==> config.mk <==
export PLATFORM = sky130hd
export DESIGN_NAME = trap_ctrl_flat
export DESIGN_NICKNAME = d
export VERILOG_FILES = /design/src/rtl/trap_ctrl_if.sv /design/src/rtl/trap_ctrl.sv /design/src/flat_wrapper.sv
export SDC_FILE = /design/constraint.sdc
export NUM_CORES = 1
export LEC_CHECK = 0
export ABC_AREA = 1
export BUFFER_PORTS_ARGS = -buffer_cell sky130_fd_sc_hd__buf_2
export CAP_MARGIN = 20
export CORE_MARGIN = 1.5
export CORE_UTILIZATION = 50
export DETAILED_ROUTE_END_ITERATION = 10
export PLACE_DENSITY = 0.86
export SLEW_MARGIN = 5
export SYNTH_ARGS = -nofsm -noshare
export SYNTH_HDL_FRONTEND = slang
export SYNTH_SLANG_ARGS = --single-unit
==> constraint.sdc <==
create_clock -name clk -period 2.2 [get_ports clk]
set_clock_uncertainty 0.15 [all_clocks]
set_input_delay 0.22 -clock clk [delete_from_list [all_inputs] [get_ports clk]]
set_output_delay 0.22 -clock clk [all_outputs]
set_load 0.1 [all_outputs]
==> src/rtl/trap_ctrl_if.sv <==
// EX-stage trap interface: decoded EX instruction and external IRQ in, pipeline
// control and CSR read data out. The core side is master, trap_ctrl is slave.
interface trap_ctrl_if;
  // ex_valid qualifies every ex_* field in the same cycle. There is no ready;
  // the sequencer acts on a request only in IDLE and signals back through
  // flush_front/kill_ex/pc_stall/redirect, with busy high while it sequences.
  logic        ex_valid;
  logic [31:0] ex_pc;
  logic        ex_int;
  logic [7:0]  ex_scause;
  logic        ex_mret;
  logic        ex_csrrs;
  logic [11:0] ex_csr_addr;
  logic [31:0] ex_csr_wdata;
  logic        ext_irq;
  logic [31:0] csr_rdata;
  logic        flush_front;
  logic        kill_ex;
  logic        pc_stall;
  logic        redirect;
  logic [31:0] redirect_pc;
  logic        busy;
  logic [1:0]  dbg_state;

  modport master (
    output ex_valid, ex_pc, ex_int, ex_scause, ex_mret, ex_csrrs,
           ex_csr_addr, ex_csr_wdata, ext_irq,
    input  csr_rdata, flush_front, kill_ex, pc_stall, redirect, redirect_pc,
           busy, dbg_state
  );

  modport slave (
    input  ex_valid, ex_pc, ex_int, ex_scause, ex_mret, ex_csrrs,
           ex_csr_addr, ex_csr_wdata, ext_irq,
    output csr_rdata, flush_front, kill_ex, pc_stall, redirect, redirect_pc,
           busy, dbg_state
  );
endinterface

==> src/rtl/trap_ctrl.sv <==
// Supervisor trap sequencer beside EX: owns sstatus/stvec/sepc/scause and runs
// the two-cycle flush-then-redirect sequence for trap entry and MRET.
module trap_ctrl #(
  parameter logic [31:0] RESET_STVEC = 32'h0000_0100,
  parameter logic [30:0] IRQ_CODE    = 31'd9
) (
  input  logic        clk,
  input  logic        rstn,
  trap_ctrl_if.slave  bus
);

  typedef enum logic [1:0] {
    S_IDLE   = 2'd0,
    S_ENTER  = 2'd1,
    S_RETURN = 2'd2
  } state_t;

  state_t      state, state_nxt;
  logic        sie, spie;
  logic [31:0] stvec, sepc, scause;
  logic [31:0] sstatus;
  logic        irq_req;
  logic        take_exc, take_irq, csr_we;

  assign sstatus       = {26'b0, spie, 3'b0, sie, 1'b0};
  assign irq_req       = bus.ext_irq & sie;
  assign bus.busy      = (state != S_IDLE);
  assign bus.dbg_state = state;

  always_comb begin
    case (bus.ex_csr_addr)
      12'h100: bus.csr_rdata = sstatus;
      12'h105: bus.csr_rdata = stvec;
      12'h141: bus.csr_rdata = sepc;
      12'h142: bus.csr_rdata = scause;
      default: bus.csr_rdata = 32'b0;
    endcase
  end

  // Control outputs are forced low while rstn is low so an aborted sequence
  // never issues its redirect.
  always_comb begin
    state_nxt       = state;
    take_exc        = 1'b0;
    take_irq        = 1'b0;
    csr_we          = 1'b0;
    bus.flush_front = 1'b0;
    bus.kill_ex     = 1'b0;
    bus.pc_stall    = 1'b0;
    bus.redirect    = 1'b0;
    bus.redirect_pc = 32'b0;
    if (rstn) begin
      case (state)
        S_IDLE: begin
          if (bus.ex_valid) begin
            if (bus.ex_int) begin
              take_exc        = 1'b1;
              bus.flush_front = 1'b1;
              bus.pc_stall    = 1'b1;
              state_nxt       = S_ENTER;
            end else if (irq_req) begin
              take_irq        = 1'b1;
              bus.flush_front = 1'b1;
              bus.pc_stall    = 1'b1;
              bus.kill_ex     = 1'b1;
              state_nxt       = S_ENTER;
            end else if (bus.ex_mret) begin
              bus.flush_front = 1'b1;
              bus.pc_stall    = 1'b1;
              state_nxt       = S_RETURN;
            end else if (bus.ex_csrrs) begin
              csr_we = 1'b1;
            end
          end
        end
        S_ENTER: begin
          bus.redirect    = 1'b1;
          bus.redirect_pc = {stvec[31:2], 2'b00};
          bus.flush_front = 1'b1;
          bus.kill_ex     = 1'b1;
          state_nxt       = S_IDLE;
        end
        S_RETURN: begin
          bus.redirect    = 1'b1;
          bus.redirect_pc = sepc;
          bus.flush_front = 1'b1;
          bus.kill_ex     = 1'b1;
          state_nxt       = S_IDLE;
        end
        default: state_nxt = S_IDLE;
      endcase
    end
  end

  always_ff @(posedge clk) begin
    if (!rstn) begin
      state  <= S_IDLE;
      sie    <= 1'b0;
      spie   <= 1'b0;
      stvec  <= RESET_STVEC;
      sepc   <= 32'b0;
      scause <= 32'b0;
    end else begin
      state <= state_nxt;
      if (take_exc || take_irq) begin
        sepc   <= bus.ex_pc;
        scause <= take_exc ? {24'b0, bus.ex_scause} : {1'b1, IRQ_CODE};
        spie   <= sie;
        sie    <= 1'b0;
      end else if (state == S_RETURN) begin
        sie  <= spie;
        spie <= 1'b1;
      end else if (csr_we) begin
        case (bus.ex_csr_addr)
          12'h100: begin
            sie  <= sie  | bus.ex_csr_wdata[1];
            spie <= spie | bus.ex_csr_wdata[5];
          end
          12'h105: stvec  <= (stvec | bus.ex_csr_wdata) & 32'hFFFF_FFFC;
          12'h141: sepc   <= (sepc  | bus.ex_csr_wdata) & 32'hFFFF_FFFC;
          12'h142: scause <= scause | bus.ex_csr_wdata;
          default: ;
        endcase
      end
    end
  end

endmodule

==> src/flat_wrapper.sv <==
// flat-port wrapper written by rule: the top's interface ports become plain ports
module trap_ctrl_flat 
#(
  parameter logic [31:0] RESET_STVEC = 32'h0000_0100,
  parameter logic [30:0] IRQ_CODE    = 31'd9
)
  (clk, rstn, bus_ex_valid, bus_ex_pc, bus_ex_int, bus_ex_scause, bus_ex_mret, bus_ex_csrrs, bus_ex_csr_addr, bus_ex_csr_wdata, bus_ext_irq, bus_csr_rdata, bus_flush_front, bus_kill_ex, bus_pc_stall, bus_redirect, bus_redirect_pc, bus_busy, bus_dbg_state);
  trap_ctrl_if bus_i ();
  input  logic clk;
  input  logic rstn;
  input wire logic [$bits(bus_i.ex_valid)-1:0] bus_ex_valid;
  input wire logic [$bits(bus_i.ex_pc)-1:0] bus_ex_pc;
  input wire logic [$bits(bus_i.ex_int)-1:0] bus_ex_int;
  input wire logic [$bits(bus_i.ex_scause)-1:0] bus_ex_scause;
  input wire logic [$bits(bus_i.ex_mret)-1:0] bus_ex_mret;
  input wire logic [$bits(bus_i.ex_csrrs)-1:0] bus_ex_csrrs;
  input wire logic [$bits(bus_i.ex_csr_addr)-1:0] bus_ex_csr_addr;
  input wire logic [$bits(bus_i.ex_csr_wdata)-1:0] bus_ex_csr_wdata;
  input wire logic [$bits(bus_i.ext_irq)-1:0] bus_ext_irq;
  output wire logic [$bits(bus_i.csr_rdata)-1:0] bus_csr_rdata;
  output wire logic [$bits(bus_i.flush_front)-1:0] bus_flush_front;
  output wire logic [$bits(bus_i.kill_ex)-1:0] bus_kill_ex;
  output wire logic [$bits(bus_i.pc_stall)-1:0] bus_pc_stall;
  output wire logic [$bits(bus_i.redirect)-1:0] bus_redirect;
  output wire logic [$bits(bus_i.redirect_pc)-1:0] bus_redirect_pc;
  output wire logic [$bits(bus_i.busy)-1:0] bus_busy;
  output wire logic [$bits(bus_i.dbg_state)-1:0] bus_dbg_state;
  assign bus_i.ex_valid = bus_ex_valid;
  assign bus_i.ex_pc = bus_ex_pc;
  assign bus_i.ex_int = bus_ex_int;
  assign bus_i.ex_scause = bus_ex_scause;
  assign bus_i.ex_mret = bus_ex_mret;
  assign bus_i.ex_csrrs = bus_ex_csrrs;
  assign bus_i.ex_csr_addr = bus_ex_csr_addr;
  assign bus_i.ex_csr_wdata = bus_ex_csr_wdata;
  assign bus_i.ext_irq = bus_ext_irq;
  assign bus_csr_rdata = bus_i.csr_rdata;
  assign bus_flush_front = bus_i.flush_front;
  assign bus_kill_ex = bus_i.kill_ex;
  assign bus_pc_stall = bus_i.pc_stall;
  assign bus_redirect = bus_i.redirect;
  assign bus_redirect_pc = bus_i.redirect_pc;
  assign bus_busy = bus_i.busy;
  assign bus_dbg_state = bus_i.dbg_state;
  trap_ctrl #(.RESET_STVEC(RESET_STVEC), .IRQ_CODE(IRQ_CODE)) u_core (.clk(clk), .rstn(rstn), .bus(bus_i));
endmodule
==> parameters.txt, run 1 <==
Parameter                              Value

Floorplan
  Y dimension of the die ... around 110 um
  Number of I/O pins ... 162
  DIE WIDTH ... 108 um
  Initial Utilization ... ~50%
  Area of the die ... 0.0116 mm^2
  Area inside the core boundary ... about 0.011 mm^2
  Row Count ... 38

Logic synthesis
  Synthesized area ... about 0.0055 mm^2
  Avg Inst Size Synth ... 6.68 um^2
  Unique masters post-synth ... 30
  Synthesized-area fraction occupied by xor and xnor cells ... 0%
  Sequential-to-total area share from yosys stat ... 35.7%
  Fraction of the mapped netlist area in compound gates ... approximately a fifth
  Area fraction in and, or, nand and nor cells after synthesis ... about a third
  Number of synthesized register bits ... approximately 100
  Warning count from the yosys run ... 0
  Main combinational cell family by area after synthesis ... simple AND/OR/NAND/NOR gates
  Adder-cell share of the synthesized area ... 0.912%
  Cells after Synth ... roughly 820
  Mux share of post-synthesis cell area ... 0%
  Synthesized Nets ... ~920

Setup path
  Startpoint type of the worst setup path ... flip-flop
  Worst-path cell with the longest stage delay ... dfxtp_4
  Worst-path maximum fanout ... 13
  Sequence of cells on the critical path ... inv_2 > ha_2 > buf_6 > nand2_1 > a21oi_4 > buf_12
  R2R setup slack ... 0.11 ns
  Required @ worst endpoint ... about 1.8 ns
  Type of destination of the critical path ... output pin
  Category of the most critical setup path ... reg -> out
  Arrival @ worst endpoint ... around 1.8 ns
  Crit-path max cell delay ... about 0.38 ns

STA
  Post-route minimum period ... between 2 and 2.5 ns
  Worst Tran Pin Value ... 0.542 ns
  Number of max-slew violations in the final report ... 0
  Final setup violation count ... 0
  Worst-case headroom to the max-slew limit ... between 60% and 70%
  Count of final hold-check violations ... 0
  Final clock period utilization by the worst path ... between 90% and 100%
  Peak Freq ... 0.469 GHz
  Sum of negative setup slack ... 0 ns
  Post-route worst setup slack ... approximately 0.067 ns

Final layout
  Layout Nets ... between 1k and 1.5k
  Layout fillers ... ~630
  Total inserted antenna cells ... 0
  Share of post-route cells with drive strength above 1 ... between 30% and 40%
  Area delta synth->final ... 60.2%

Power
  Proportion of total power due to net switching ... between 20 and 30%
  Sequential group share of total power ... approximately 46%
  Internal power ... roughly 0.0028 W
  Portion of total power attributed to combinational logic ... 19.8%
  Clock share of power ... about 34%
  Peak supply drop ... 0.000446 V
  Leakage Power ... between 3 and 4 nW
  Total net switching power ... 0.00122 W
  Ratio of total power to cell area ... 462 mW/mm^2

CTS
  Clock Pin Slew Worst Setup and Hold Paths ... ~0.10 ns
  Clock Sink Count ... a little under 100
  CTS buffer count ... 9
  Number of buffers on the longest clock path ... 2
  Clock latency on the worst-skew pair ... around 0.36 ns
  CTS root buffer ... clkbuf_8
  H-tree depth reported by CTS ... 3
  TritonCTS clock tree ... built

Placement
  Routability-driven placement congestion ratio ... just over 0.9
  Post-placement worst setup slack ... approximately 0.13 ns
  Input/output buffers ... 161
  Detailed Place HPWL ... 13,100 um

Worst hold path
  Path class of the lowest-slack min-delay path ... in -> reg

Routing
  Wire per inst ... roughly 18 um
  Number of remaining DRC errors ... 0
  Total Wirelength ... 21,000 um
  Antenna Nets Post-Route ... 0
  Detailed-route vias per instance ... ~5.9
  Length of the first detailed-routing pass in iterations ... 5
  Starting DRC count in detailed routing ... around 680
  Number of vias after detailed routing ... roughly 7k

Global routing
  Met3 layer usage reported by global route ... between 5 and 6%
  Most crowded layer after global routing ... met2
  Global-route wire length before repair ... 32,700 um
  Antenna violations before repair ... 0
  Global-route met2 utilization ... between 60% and 70%
  Overall fraction of global-route tracks in use ... 35.9%
  Number of global-route vias before repair ... slightly below 7k
  Met1 Resource Use GR ... ~43%
  Gr ovfl total ... 0
  Maximum number of pins on one net before global-route repair ... 53

Status
  Status ... finished, final reports clean

Flow run
  Reported max-cap violation count ... 0
-- placed cells by master, fill, tap and decap left out, drive strengths merged --
master / instances
inv: 71
dlygate4sd3: 50
a21oi: 120
buf: 194
or2: 22
o21ai: 39
nand4: 31
o221ai: 6
bufinv: 2
o211ai: 25
nand3: 65
clkinvlp: 2
nor3: 5
nand2: 202
dfxtp: 98
nor2: 74
ha: 4
o2111ai: 1
clkbuf: 11
clkinv: 2
-- cells in the mapped netlist, drive strengths merged --
| cell | instances | share of area (%) |
|---|---|---|
| clkbuf | 26 | 1.8 |
| o2111ai | 1 | 0.16 |
| inv | 71 | 4.9 |
| buf | 32 | 3.8 |
| nand2 | 202 | 15 |
| a21oi | 120 | 12 |
| clkinv | 1 | 0.091 |
| nand4 | 31 | 3.5 |
| o21ai | 39 | 3.6 |
| o221ai | 6 | 0.96 |
| nor3 | 5 | 0.46 |
| nor2 | 74 | 5.8 |
| ha | 4 | 0.91 |
| nand3 | 65 | 6.2 |
| dfxtp | 98 | 36 |
| o211ai | 25 | 3.4 |
| or2 | 22 | 2.5 |
-- power by group through the flow --
stage                     Clock [W]  Combinational (W)  Sequential (W)
final                       0.00139           0.000805         0.00186
after global placement            0           0.000669         0.00189
after detailed placement          0           0.000686         0.00190
after CTS                   0.00138           0.000761         0.00186
after floorplan                   0           0.000416         0.00191
after global routing        0.00146           0.000848         0.00187
-- cells by family (layout without fill, tap and decap cells) --
group                    Yosys count  count (layout)
AO/OA/AOI/OAI                    191             191
adder cells (fa/ha/maj)            4               4
buffers and inverters            130             332
flip-flops                        98              98
AND/OR/NAND/NOR                  399             399
-- what timing repair did --
| item | 4_1_cts | 5_1_grt |
|---|---|---|
| setup buffers | 1 | 1 |
| endpoints found under the setup margin | 7 | 53 |
| gates resized for setup | 2 | 13 |
| hold endpoints to repair | 45 | 0 |
| pin swaps | 0 | 1 |
| hold buffers | 50 | 0 |
-- per-layer routing --
layer | part of all wire [%] | routed length, um
met5 | 0 | 0
met3 | 10 | 2100
met4 | 4.9 | 1040
met1 | 36 | 7640
met2 | 49 | 10200
-- flip-flops by register name (all words and copies together), names as in the netlist --
register,cells
u_core.bus.dbg_state,2
u_core.sepc,32
u_core.scause,32
u_core.spie,1
u_core.stvec,30
u_core.sie,1
-- through the flow --
stage                     power [W]  instance area (um^2)  utilization [%]  instances  hold WS [ns]
after floorplan             0.00232                  6000                -        822         0.206
after detailed placement    0.00258                  7980             74.0       1096         0.316
after global routing        0.00417                  8790             81.5       1164       0.00840
after CTS                   0.00400                  8730             80.9       1163       0.00411
after global placement      0.00256                  7980             74.0       1096         0.310
final                       0.00406                  8790             81.5       1164        0.0116
-- path summary, 6_finish.rpt --
kind,start,end,cells after the start
setup / recovery,u_core.bus.dbg_state[1],bus_redirect_pc[3],6
hold / removal,bus_ex_pc[7],u_core.sepc[7],3
hold reg to reg,u_core.stvec[14],u_core.stvec[14],2
setup reg to reg,u_core.bus.dbg_state[0],u_core.scause[14],10
-- worst max-delay path, delay by kind of cell, from the launching register on --
kind                     cells  cell delay, ns
adder cells (fa/ha/maj)      1            0.21
flip-flops                   1            0.38
AO/OA/AOI/OAI                1            0.20
buffers and inverters        3            0.47
AND/OR/NAND/NOR              1            0.13
-- layout make-up --
class	instances	area (um^2)	area share, %
multi-input combinational	594	3430	39.0
inverter	72	298	3.39
sequential	98	1970	22.4
clock buffer	11	153	1.74
timing repair buffer	244	2690	30.5
clock inverter	5	83.8	0.954
tap	140	175	1.99
No activity file was read; power rests on OpenSTA's default activity.
==> run 2, diff against run 1 <==
--- a/config.mk
+++ b/config.mk
@@ -8,6 +8,7 @@
 export ABC_AREA = 1
 export BUFFER_PORTS_ARGS = -buffer_cell sky130_fd_sc_hd__buf_2
 export CAP_MARGIN = 20
+export CORE_ASPECT_RATIO = 0.9
 export CORE_MARGIN = 1.5
 export CORE_UTILIZATION = 50
 export DETAILED_ROUTE_END_ITERATION = 10
==> parameters.txt, run 2 (synthesis results as in run 1) <==
Parameter                              Value

Status
  Status ... finished, final reports clean

Power
  Ratio of total power to cell area ... 494 mW/mm^2 (+6.8%)
  Leakage Power ... 3.03 nW (-5.4%)
  Peak supply drop ... 0.000390 V (-13%)

STA
  Post-route minimum period ... 2.15 ns (+0.0190 ns)
  Worst Tran Pin Value ... 0.551 ns (+0.00843 ns)
  RSZ-0062 raised after global routing ... true
  Peak Freq ... 0.465 GHz (-0.88%)
  Number of max-slew violations in the final report ... 0 (unchanged)
  Final setup violation count ... 0 (unchanged)
  Worst-case headroom to the max-slew limit ... 63.2% (-0.56 points)
  Count of final hold-check violations ... 0 (unchanged)
  Post-route worst setup slack ... 0.0479 ns (-0.0190 ns)
  Final clock period utilization by the worst path ... 97.8% (+0.86 points)

Global routing
  Number of global-route vias before repair ... 6,478 (-4.1%)
  Gr ovfl total ... 0 (unchanged)
  Overall fraction of global-route tracks in use ... 32.3% (-3.5 points)
  Global-route wire length before repair ... 30,000 um (-8.3%)
  Antenna violations before repair ... 0 (unchanged)
  Maximum number of pins on one net before global-route repair ... 98 (+85%)

CTS
  CTS buffer count ... 9 (unchanged)
  Number of buffers on the longest clock path ... 2 (unchanged)
  H-tree depth reported by CTS ... 3 (unchanged)
  Clock latency on the worst-skew pair ... 0.34 ns (-0.02 ns)
  Clock Pin Slew Worst Setup and Hold Paths ... 0.07 ns (-0.03 ns)
  Clock Sink Count ... 98 (unchanged)
  TritonCTS clock tree ... built
  CTS root buffer ... clkbuf_16

Routing
  Total Wirelength ... 18,800 um (-10%)
  Number of remaining DRC errors ... 0 (unchanged)
  Starting DRC count in detailed routing ... 612 (-10%)
  Length of the first detailed-routing pass in iterations ... 5 (unchanged)
  Antenna Nets Post-Route ... 0 (unchanged)
  Number of vias after detailed routing ... 6,469 (-5.4%)
  Detailed-route vias per instance ... 5.80 (-1.2%)
  Wire per inst ... 16.9 um (-6.2%)

Placement
  Detailed Place HPWL ... 12,700 um (-2.6%)
  Post-placement worst setup slack ... 0.145 ns (+0.0181 ns)
  Routability-driven placement congestion ratio ... 0.911 (+0.66%)
  Number of placed cells counting well taps ... 1,085 (-1.0%)
  Input/output buffers ... 161 (unchanged)
  Placement-stage cell area ... 0.00791 mm^2 (-0.89%)

Flow run
  Reported max-cap violation count ... 0 (unchanged)

Floorplan
  DIE WIDTH ... 113 um (+5.3%)
  Row Count ... 36 (-5.3%)
  Number of I/O pins ... 162 (unchanged)
  Initial Utilization ... 51.0% (+0.13 points)
  Area inside the core boundary ... 0.0108 mm^2 (-0.26%)
  Area of the die ... 0.0116 mm^2 (about the same)
  Y dimension of the die ... 102 um (-5.0%)

Setup path
  Required @ worst endpoint ... 1.83 ns (about the same)
  Arrival @ worst endpoint ... 1.78 ns (+0.02 ns)
  Type of destination of the critical path ... output pin
  Category of the most critical setup path ... reg -> out
  Crit-path max cell delay ... 0.36 ns (-0.02 ns)
  Worst-path maximum fanout ... 11 (-2)
  Worst-path cell with the longest stage delay ... dfxtp_4
  WP buf/inv ... 3 (unchanged)
  Sequence of cells on the critical path ... inv_2 > ha_2 > buf_4 > nand2_1 > a21oi_4 > buf_12
  Startpoint type of the worst setup path ... flip-flop
  Delay-heaviest family, CP ... buffers and inverters

Final layout
  Largest regs ... u_core.scause: 32 flops, u_core.sepc: 32 flops, u_core.stvec: 30 flops
  Non-Filler Instances ... 1,115 (-4.2%)
  Layout Nets ... 1,072 (-3.8%)
  Final core utilization ... 77.6% (-3.8 points)
  Total inserted antenna cells ... 0 (unchanged)
  Area of all placed cells without fillers ... 0.00836 mm^2 (-5.0%)
  Commonest cells after routing, fill and taps aside ... 183 x nand2_1, 96 x dfxtp_1, 93 x buf_2, 79 x a21oi_1, 72 x buf_12
  Share of post-route cells with drive strength above 1 ... 33.0% (+0.96 points)
  Layout fillers ... 708 (+12%)
  Area delta synth->final ... 52.2%
  Most common cell after layout, fill and taps aside ... nand2_1

Worst hold path
  Path class of the lowest-slack min-delay path ... in -> reg
run 2: timing repair:
| action | in CTS | in global routing |
|---|---|---|
| setup endpoints to repair | 4 | 20 |
| hold endpoints to repair | 11 | 0 |
| hold buffers | 11 | 0 |
| gates resized for setup | 1 | 4 |
| buffers inserted | 1 | 2 |
| pin swaps | 0 | 2 |
run 2: worst min-delay path: cells and delay by family:
| family | cells | cell delay, ns |
|---|---|---|
| AND/OR/NAND/NOR | 1 | 0.06 |
| AO/OA/AOI/OAI | 1 | 0.05 |
| buffers and inverters | 1 | 0.12 |
run 2: path summary, 6_finish.rpt:
check,from,end,slack [ns],depth (start not counted)
max,u_core.bus.dbg_state[0],bus_redirect_pc[15],0.05,6
min,bus_ex_csr_wdata[25],u_core.sepc[25],0.005,3
max reg2reg,u_core.bus.dbg_state[0],u_core.scause[0],0.20,9
min reg2reg,u_core.stvec[19],u_core.stvec[19],0.33,2
run 2: metal layers:
metal / vias to the layer above / share of wire [%] / global-route usage [%]
li1: 3034 / - / -
met1: 3022 / 40 / 39.5
met2: 362 / 49 / 56.6
met3: 51 / 8.2 / 5.46
met4: 0 / 2.7 / 14.7
met5: - / 0 / 0
run 2: area by class of cell:
cell class | count | area (um^2) | area share (%)
Clock buffer | 11 | 253 | 3.02
Clock inverter | 5 | 42.5 | 0.509
Inverter | 72 | 295 | 3.53
Multi-Input combinational cell | 594 | 3420 | 40.9
Sequential cell | 98 | 1970 | 23.6
Tap cell | 133 | 166 | 1.99
Timing Repair Buffer | 202 | 2210 | 26.5
run 2: power by group:
part / switching [W] / internal, W / total [W] / leakage [nW]
sequential: 0.0000387 / 0.00182 / 0.00186 / 0.796
clock: 0.000709 / 0.000844 / 0.00155 / 0.143
combinational: 0.000468 / 0.000243 / 0.000711 / 2.09
run 2: per-stage QoR:
stage          hold WS [ns]  power, W  TNS [ns]
2_1_floorplan         0.206   0.00232    -12.52
3_3_place_gp          0.306   0.00255         0
3_5_place_dp          0.315   0.00257         0
4_1_cts            0.000859   0.00411         0
5_1_grt             0.00658   0.00426   -0.0272
6_report            0.00519   0.00412         0
